`src/rtl/fib_seq_accel_if.sv`:
```
`default_nettype none
// ----------------------------------------------------------------------------
// Module  : fib_seq_accel_if - Avalon-MM slave bus bundle for fib_seq_accel
// Rev     : 1.0 - initial release
// ----------------------------------------------------------------------------
interface fib_seq_accel_if;
  logic [1:0]  address;
  logic        chipselect;
  logic        write;
  logic        read;
  logic [31:0] writedata;
  logic [31:0] readdata;

  modport master (
    output address, chipselect, write, read, writedata,
    input  readdata
  );

  modport slave (
    input  address, chipselect, write, read, writedata,
    output readdata
  );
endinterface
`default_nettype wire

```
`src/rtl/fib_seq_accel.sv`:
```
`default_nettype none
// ----------------------------------------------------------------------------
// Module  : fib_seq_accel - polled Fibonacci accelerator (COUNT / NTH modes),
//           optional interrupt via macro FIB_SEQ_ACCEL_IRQ_EN
// Rev     : 1.0 - initial release
// ----------------------------------------------------------------------------
module fib_seq_accel #(
  parameter int DATA_W = 32,
  parameter int ITER_W = 8
) (
  input  wire logic      clk,
  input  wire logic      reset_n,
  fib_seq_accel_if.slave bus
`ifdef FIB_SEQ_ACCEL_IRQ_EN
  , output logic         irq
`endif
);

  localparam int c_CMP_W = (DATA_W > ITER_W) ? DATA_W : ITER_W;

  typedef enum logic [1:0] {
    S_IDLE = 2'd0,
    S_RUN  = 2'd1,
    S_DONE = 2'd2
  } state_t;

  state_t              r_state;
  logic [DATA_W-1:0]   r_arg;
  logic [DATA_W-1:0]   r_a;
  logic [DATA_W:0]     r_b;
  logic [ITER_W-1:0]   r_k;
  logic [DATA_W-1:0]   r_result;
  logic [ITER_W-1:0]   r_iter;
  logic                r_mode;
  logic                r_ovf;

  logic w_wr_ctrl;
  logic w_wr_arg;
  logic w_abort;
  logic w_start;
  logic w_ack;
  logic w_term;
  logic w_ie;
  logic w_unused;

  assign w_wr_ctrl = bus.chipselect && bus.write && (bus.address == 2'd0);
  assign w_wr_arg  = bus.chipselect && bus.write && (bus.address == 2'd1);
  assign w_abort   = w_wr_ctrl && bus.writedata[2];
  assign w_start   = w_wr_ctrl && bus.writedata[0] && (r_state != S_RUN);
  assign w_term    = r_mode ? (c_CMP_W'(r_k) == c_CMP_W'(r_arg)) : (r_a >= r_arg);
  assign w_unused  = &{1'b0, bus.read, bus.writedata};

  always_ff @(posedge clk or negedge reset_n) begin
    if (!reset_n) begin
      r_state  <= S_IDLE;
      r_arg    <= '0;
      r_a      <= '0;
      r_b      <= '0;
      r_k      <= '0;
      r_result <= '0;
      r_iter   <= '0;
      r_mode   <= 1'b0;
      r_ovf    <= 1'b0;
    end else begin
      if (w_wr_arg && (r_state != S_RUN)) begin
        r_arg <= bus.writedata[DATA_W-1:0];
      end
      // ABORT outranks START in the same write; START is blocked while running.
      if (w_abort) begin
        r_state <= S_IDLE;
      end else if (w_start) begin
        r_mode  <= bus.writedata[1];
        r_ovf   <= 1'b0;
        r_a     <= '0;
        r_b     <= (DATA_W+1)'(1);
        r_k     <= '0;
        r_state <= S_RUN;
      end else begin
        case (r_state)
          S_RUN: begin
            if (w_term) begin
              r_result <= r_mode ? r_a : DATA_W'(r_k);
              r_iter   <= r_k;
              r_state  <= S_DONE;
            end else if (r_b[DATA_W]) begin
              r_ovf    <= 1'b1;
              r_result <= '0;
              r_iter   <= r_k;
              r_state  <= S_DONE;
            end else begin
              r_a <= r_b[DATA_W-1:0];
              r_b <= {1'b0, r_a} + r_b;
              r_k <= r_k + 1'b1;
            end
          end
          S_DONE: begin
            if (w_ack) r_state <= S_IDLE;
          end
          default: ;
        endcase
      end
    end
  end

`ifdef FIB_SEQ_ACCEL_IRQ_EN
  logic r_ie;
  logic r_irq;
  logic w_ie_next;
  logic w_done_next;

  assign w_ack       = w_wr_ctrl && bus.writedata[4];
  assign w_ie        = r_ie;
  assign w_ie_next   = w_wr_ctrl ? bus.writedata[3] : r_ie;
  // Mirrors the next DONE state so irq rises together with done.
  assign w_done_next = !w_abort && !w_start &&
                       (((r_state == S_RUN) && (w_term || r_b[DATA_W])) ||
                        ((r_state == S_DONE) && !w_ack));

  always_ff @(posedge clk or negedge reset_n) begin
    if (!reset_n) begin
      r_ie  <= 1'b0;
      r_irq <= 1'b0;
    end else begin
      r_ie  <= w_ie_next;
      r_irq <= w_ie_next && w_done_next;
    end
  end

  assign irq = r_irq;
`else
  assign w_ack = 1'b0;
  assign w_ie  = 1'b0;
`endif

  always_comb begin
    bus.readdata = '0;
    case (bus.address)
      2'd0: bus.readdata = {27'd0, w_ie, r_mode, r_ovf,
                            (r_state == S_DONE), (r_state == S_RUN)};
      2'd1: bus.readdata = 32'(r_arg);
      2'd2: bus.readdata = 32'(r_result);
      default: bus.readdata = 32'(r_iter);
    endcase
  end

endmodule
`default_nettype wire

```
`src/flat_wrapper.sv`:
```
// flat-port wrapper written by rule: the top's interface ports become plain ports
module fib_seq_accel_flat 
#(
  parameter int DATA_W = 32,
  parameter int ITER_W = 8
)
  (clk, reset_n, bus_address, bus_chipselect, bus_write, bus_read, bus_writedata, bus_readdata);
  fib_seq_accel_if bus_i ();
  input  wire logic clk;
  input  wire logic reset_n;
  input wire logic [$bits(bus_i.address)-1:0] bus_address;
  input wire logic [$bits(bus_i.chipselect)-1:0] bus_chipselect;
  input wire logic [$bits(bus_i.write)-1:0] bus_write;
  input wire logic [$bits(bus_i.read)-1:0] bus_read;
  input wire logic [$bits(bus_i.writedata)-1:0] bus_writedata;
  output wire logic [$bits(bus_i.readdata)-1:0] bus_readdata;
  assign bus_i.address = bus_address;
  assign bus_i.chipselect = bus_chipselect;
  assign bus_i.write = bus_write;
  assign bus_i.read = bus_read;
  assign bus_i.writedata = bus_writedata;
  assign bus_readdata = bus_i.readdata;
  fib_seq_accel #(.DATA_W(DATA_W), .ITER_W(ITER_W)) u_core (.clk(clk), .reset_n(reset_n), .bus(bus_i));
endmodule
```
`config.mk`:
```
export PLATFORM = sky130hd
export DESIGN_NAME = fib_seq_accel_flat
export DESIGN_NICKNAME = d
export VERILOG_FILES = /design/src/rtl/fib_seq_accel_if.sv /design/src/rtl/fib_seq_accel.sv /design/src/flat_wrapper.sv
export SDC_FILE = /design/constraint.sdc
export NUM_CORES = 1
export LEC_CHECK = 0
export CORE_ASPECT_RATIO = 1.2
export CORE_MARGIN = 2
export CORE_UTILIZATION = 64
export DETAILED_ROUTE_END_ITERATION = 10
export PLACE_DENSITY = 0.87
export SLEW_MARGIN = 0
export SYNTH_ARGS = -nofsm -noshare
export SYNTH_HDL_FRONTEND = slang
export SYNTH_SLANG_ARGS = --single-unit
```
`constraint.sdc`:
```
create_clock -name clk -period 6.8 [get_ports clk]
set_input_delay 1.36 -clock clk [delete_from_list [all_inputs] [get_ports clk]]
set_output_delay 1.36 -clock clk [all_outputs]
set_load 0.01 [all_outputs]
```
# Word level (Yosys, flattened, before mapping)
# Index checks and enable logic that the tools add are counted.
[totals]
reg_bits = 149
inputBits = 39
out_inout_bits = 32
[op_classes]
n_lt_le_gt_ge = 1
n_addsub = 2
reduce_logical = 19
bitwise_logic = 2
muxes = 28
eq_ne = 8
[op_table]
columns = ["cell", "n"]
rows = [
  ["32-bit two-way mux", 7],
  ["33-bit two-way mux", 4],
  ["32-bit case mux with 3 select lines", 1],
  ["8-bit two-way mux", 6],
  ["32-bit by 33-bit adder with 33-bit output", 1],
  ["8-bit by 32-bit equality test with 1-bit output", 1],
  ["32-bit >= comparator", 1],
  ["4-bit AND reduction", 3],
  ["2-bit two-way mux", 5],
  ["8-bit by 1-bit adder with 8-bit output (second input constant)", 1],
  ["1-bit logical AND", 7],
  ["2-bit nonzero test", 3],
  ["1-bit two-way mux", 5],
  ["2-bit by 1-bit equality test with 1-bit output (second input constant)", 2],
  ["2-bit equality test (second input constant)", 2],
  ["2-bit by 1-bit inequality test with 1-bit output (second input constant)", 2],
  ["2-bit AND reduction", 2],
  ["4-bit nonzero test", 1],
  ["3-bit AND reduction", 1],
  ["3-bit nonzero test", 1],
  ["2-bit zero test", 1],
  ["2-bit inequality test (second input constant)", 1],
  ["1-bit inverter", 2],
]

# Depth between registers and ports, before layout
[logic_depth]
depth_word = 6
mapped_depth = 13

# Least setup slack after synthesis
# Ideal clock, no wire load.
[synth_timing]
path_kind = "input port to output port"
start = "input bus_address[1]"
end = "output bus_readdata[11]"
slack_ns = 2.968
arrival_time_ns = 2.472
n_path_buf = 3
t_required_ns = 5.440
cell_stages = 5
path_cell_list = "clkbuf_1 nor2b_1 clkbuf_1 clkbuf_1 a22o_1"
[synth_between]
elab_chain_len = 2
[synth_lines]
columns = ["element", "line_no", "text"]
rows = [
  ["from (decl)", "flat_wrapper.sv:11", "input wire logic [$bits(bus_i.address)-1:0] bus_address;"],
  ["2-bit equality test, or another cell as far along", "fib_seq_accel.sv:137", "case (bus.address)"],
  ["32-bit case mux with 3 select lines (*)", "fib_seq_accel.sv:137", ""],
  ["to (decl)", "flat_wrapper.sv:16", "output wire logic [$bits(bus_i.readdata)-1:0] bus_readdata;"],
]
# Mark *: on every way between the ends. The rest lies on a longest branch, timed or not.

# Worst setup path after layout
[layout_timing]
start = "input bus_address[0]"
end = "output bus_readdata[14]"
# Same word-level chain as after synthesis.

==> results.ini <==
[logic_synthesis]
synthTopCellsByArea = dfrtp_1, ha_1, nand2_1
syn_area_um2 = 8919
ys.flop_type = dfrtp_1
yosysMostFrequentCell = nand2_1
yosysSeqAreaShare_pct = 41.81
synth_seq_cells = 149
synth_edf_count = 0
synth_nets = 1098
synthCells = 993
synth_area_per_cell_um2 = 8.981
synth_cell_types = 66
async_flop_share_pct = 100.0
yosys-top-cells-count = nand2_1, dfrtp_1, o21ai_0
yosysWarnings = 0
synth_top_area_cell = dfrtp_1
yosysTopAreaCellShare_pct = 41.81

[timing]
finalCritPeriodShare_pct = 73.84
slew_headroom_pct = 34.30
setup_violations = 0
rsz0062_at_grt = no
finalHoldViolCount = 0
maxSlewViolCount = 0
final.setup.tns_ns = 0
worst_pin_slew_ns = 0.9813
max_freq_mhz = 199.2
clock-skew-final_ns = 0.008299
period_minus_slack_ns = 5.021

[die]
die_h_um = 133.3
die_area_um2 = 14900
start_util_pct = 65.09
die_w_um = 111.8
io_pins = 71
std_cell_rows = 47
coreArea_um2 = 13700

[routing]
routedWlPerCell_um = 18.44
postRouteAntennaNets = 0
drtPass1Iterations = 6
num_vias = 7771
routed_wl_mm = 22.57
drt_iter0_markers = 823
drc_errors = 0
viasPerCell = 6.349

[final_layout]
areaGrowthSynthToFinish_pct = 16.08
fin_nets = 1145
antenna_cells = 0
post_route_cells_drive_above_1_share_pct = 6.458

[run]
cap_viol_max_count = 0

[critical_path]
startpoint = bus_address[0]
path_max_fanout = 29
end_kind = output port
r2r-start = u_core.r_mode$_DFFE_PN0P_
rrSetupSlack_ns = 3.13
reg2regPathDepth = 9
cp-start-kind = input port
critPathKind = in2out
worstPathRequired_ns = 5.44
arrival_ns = 3.66
reg2reg_to = u_core.r_k[4]$_DFFE_PN0P_

[hold_path]
min-delay-start = u_core.r_result[4]$_DFFE_PN0P_
whs_endpoint = u_core.r_result[4]$_DFFE_PN0P_
min_path_type = reg2reg
holdPathStages = 2

[cts]
cts_hold_buf = 0
root_buffer = clkbuf_16
cts_max_path_buffers = 2
post_cts_buffers = 0
cts_made_buffers = 17
clkLatencyLatePin_ns = 0.43
cts_max_level = 4
clkSlewWorstSetupHoldPaths_ns = 0.06
cts_tree = built
cts_sinks = 149
cts_resized = 0

[placed_design]
place.gp.congestion = 0.8905
detailed_place_hpwl_mm = 15.45
port_buffers = 69

[global_routing]
grt-ovfl-total = 0
grt_pass1_wl_mm = 37.39
grt_usage_pct = 31.25
grt_max_degree = 84
grt_busiest_layer = met2
antenna_found_initial = 0
grt_use_met1_pct = 41.30
grt_pass1_vias = 7566
use_met2_pct = 51.01
grt_use_met3_pct = 6.324

[pwr]
switching_share_pct = 33.80
p_leak_nw = 4.683
finalPower_mw = 3.084
clkPwrFrac_pct = 33.4
ir_worst_vdd_uv = 236.9
switchingPower_mw = 1.042
pwr_density_cell_nw_per_um2 = 297.9
p_seq_share_pct = 38.5
p_comb_share_pct = 28.1
intPower_mw = 2.042

[run_status]
outcome = finished clean

-- worst max path at each step --
stage	cells past startpoint	endpoint	slack, ns
after floorplan	5	bus_readdata[11]	2.97
after global placement	5	bus_readdata[15]	1.82
after detailed placement	5	bus_readdata[14]	1.77
after CTS	5	bus_readdata[14]	1.77
after global routing	5	bus_readdata[14]	1.66
final	5	bus_readdata[14]	1.78
-- cell usage in the layout (no fill, tap or decap), types with 5 or more instances in the layout --
| cell | instances |
|---|---|
| a31oi_1 | 8 |
| clkbuf_8 | 6 |
| nand4_1 | 11 |
| mux2_1 | 5 |
| a21oi_1 | 47 |
| ha_1 | 65 |
| o21ai_0 | 125 |
| a21o_1 | 16 |
| o31ai_1 | 33 |
| xor2_1 | 8 |
| mux2_2 | 9 |
| nor3_1 | 6 |
| dfrtp_1 | 149 |
| nor2b_1 | 5 |
| o21a_1 | 6 |
| xnor2_1 | 21 |
| mux2i_1 | 9 |
| nand2_1 | 214 |
| nand3_1 | 10 |
| a22o_1 | 31 |
| and2_1 | 5 |
| nand2b_1 | 6 |
| inv_1 | 51 |
| nor2_1 | 29 |
| buf_4 | 9 |
| clkbuf_16 | 17 |
| clkdlybuf4s50_1 | 68 |
| nor4_1 | 5 |
-- per-stage QoR --
stage                     utilization (%)  hold WS (ns)  cell area [um2]  setup WS (ns)  std cells
after floorplan                         -        0.4432             8919          2.968        993
after global placement              70.78        0.4541             9698          1.821       1192
after detailed placement            70.78        0.4667             9698          1.768       1192
after CTS                           75.55        0.4791            10350          1.767       1224
after global routing                75.55        0.4937            10350          1.659       1224
final                               75.55        0.4735            10350          1.779       1224
-- critical path, cell delays in order --
cell and delay (ns):
clkdlybuf4s50_1 0.88, nor2b_2 0.27, buf_4 0.35, a22o_1 0.24, clkdlybuf4s50_1 0.54
-- power groups by stage --
stage          clock network (mW)  logic [mW]  registers, mW
2_1_floorplan                   0       0.620           1.13
3_3_place_gp                    0       0.802           1.19
3_5_place_dp                    0       0.847           1.19
4_1_cts                      1.04       0.862           1.18
5_1_grt                      1.08       0.967           1.20
6_report                     1.03       0.865           1.19
-- layout make-up --
class,count,area (um2)
Multi-Input combinational cell,742,4785
Timing Repair Buffer,79,779.5
Sequential cell,149,3729
Clock buffer,24,511.7
Inverter,51,191.4
Tap cell,171,214.0
Clock inverter,8,142.6
Fill cell,902,3349
-- kinds of logic (layout without fill, tap and decap cells) --
kind of cell               after synthesis  count (layout)  synth area share, %
xor gates and xnor gates                29              29                2.848
AOI/OAI and AO/OA                      312             312                22.70
DFF                                    149             149                41.81
and+or+nand+nor                        309             309                15.05
muxes                                   26              26                3.535
buffers and inverters                  102             162                4.714
adders and majority gates               66              66                9.343
-- metal layers --
layer  up-vias  routed length (um)
met5         -                   0
met4         0                 700
met3        67                1512
met2       317               10930
met1      3755                9435
li1       3632                   -
-- sequential cells by signal, summed over array words and instances (netlist names) --
signal,count
u_core.r_mode,1
u_core.r_b,33
u_core.r_result,32
u_core.r_a,32
u_core.r_ovf,1
u_core.r_k,8
u_core.r_state,2
u_core.r_arg,32
u_core.r_iter,8
Power figures use the tool's default switching activity.
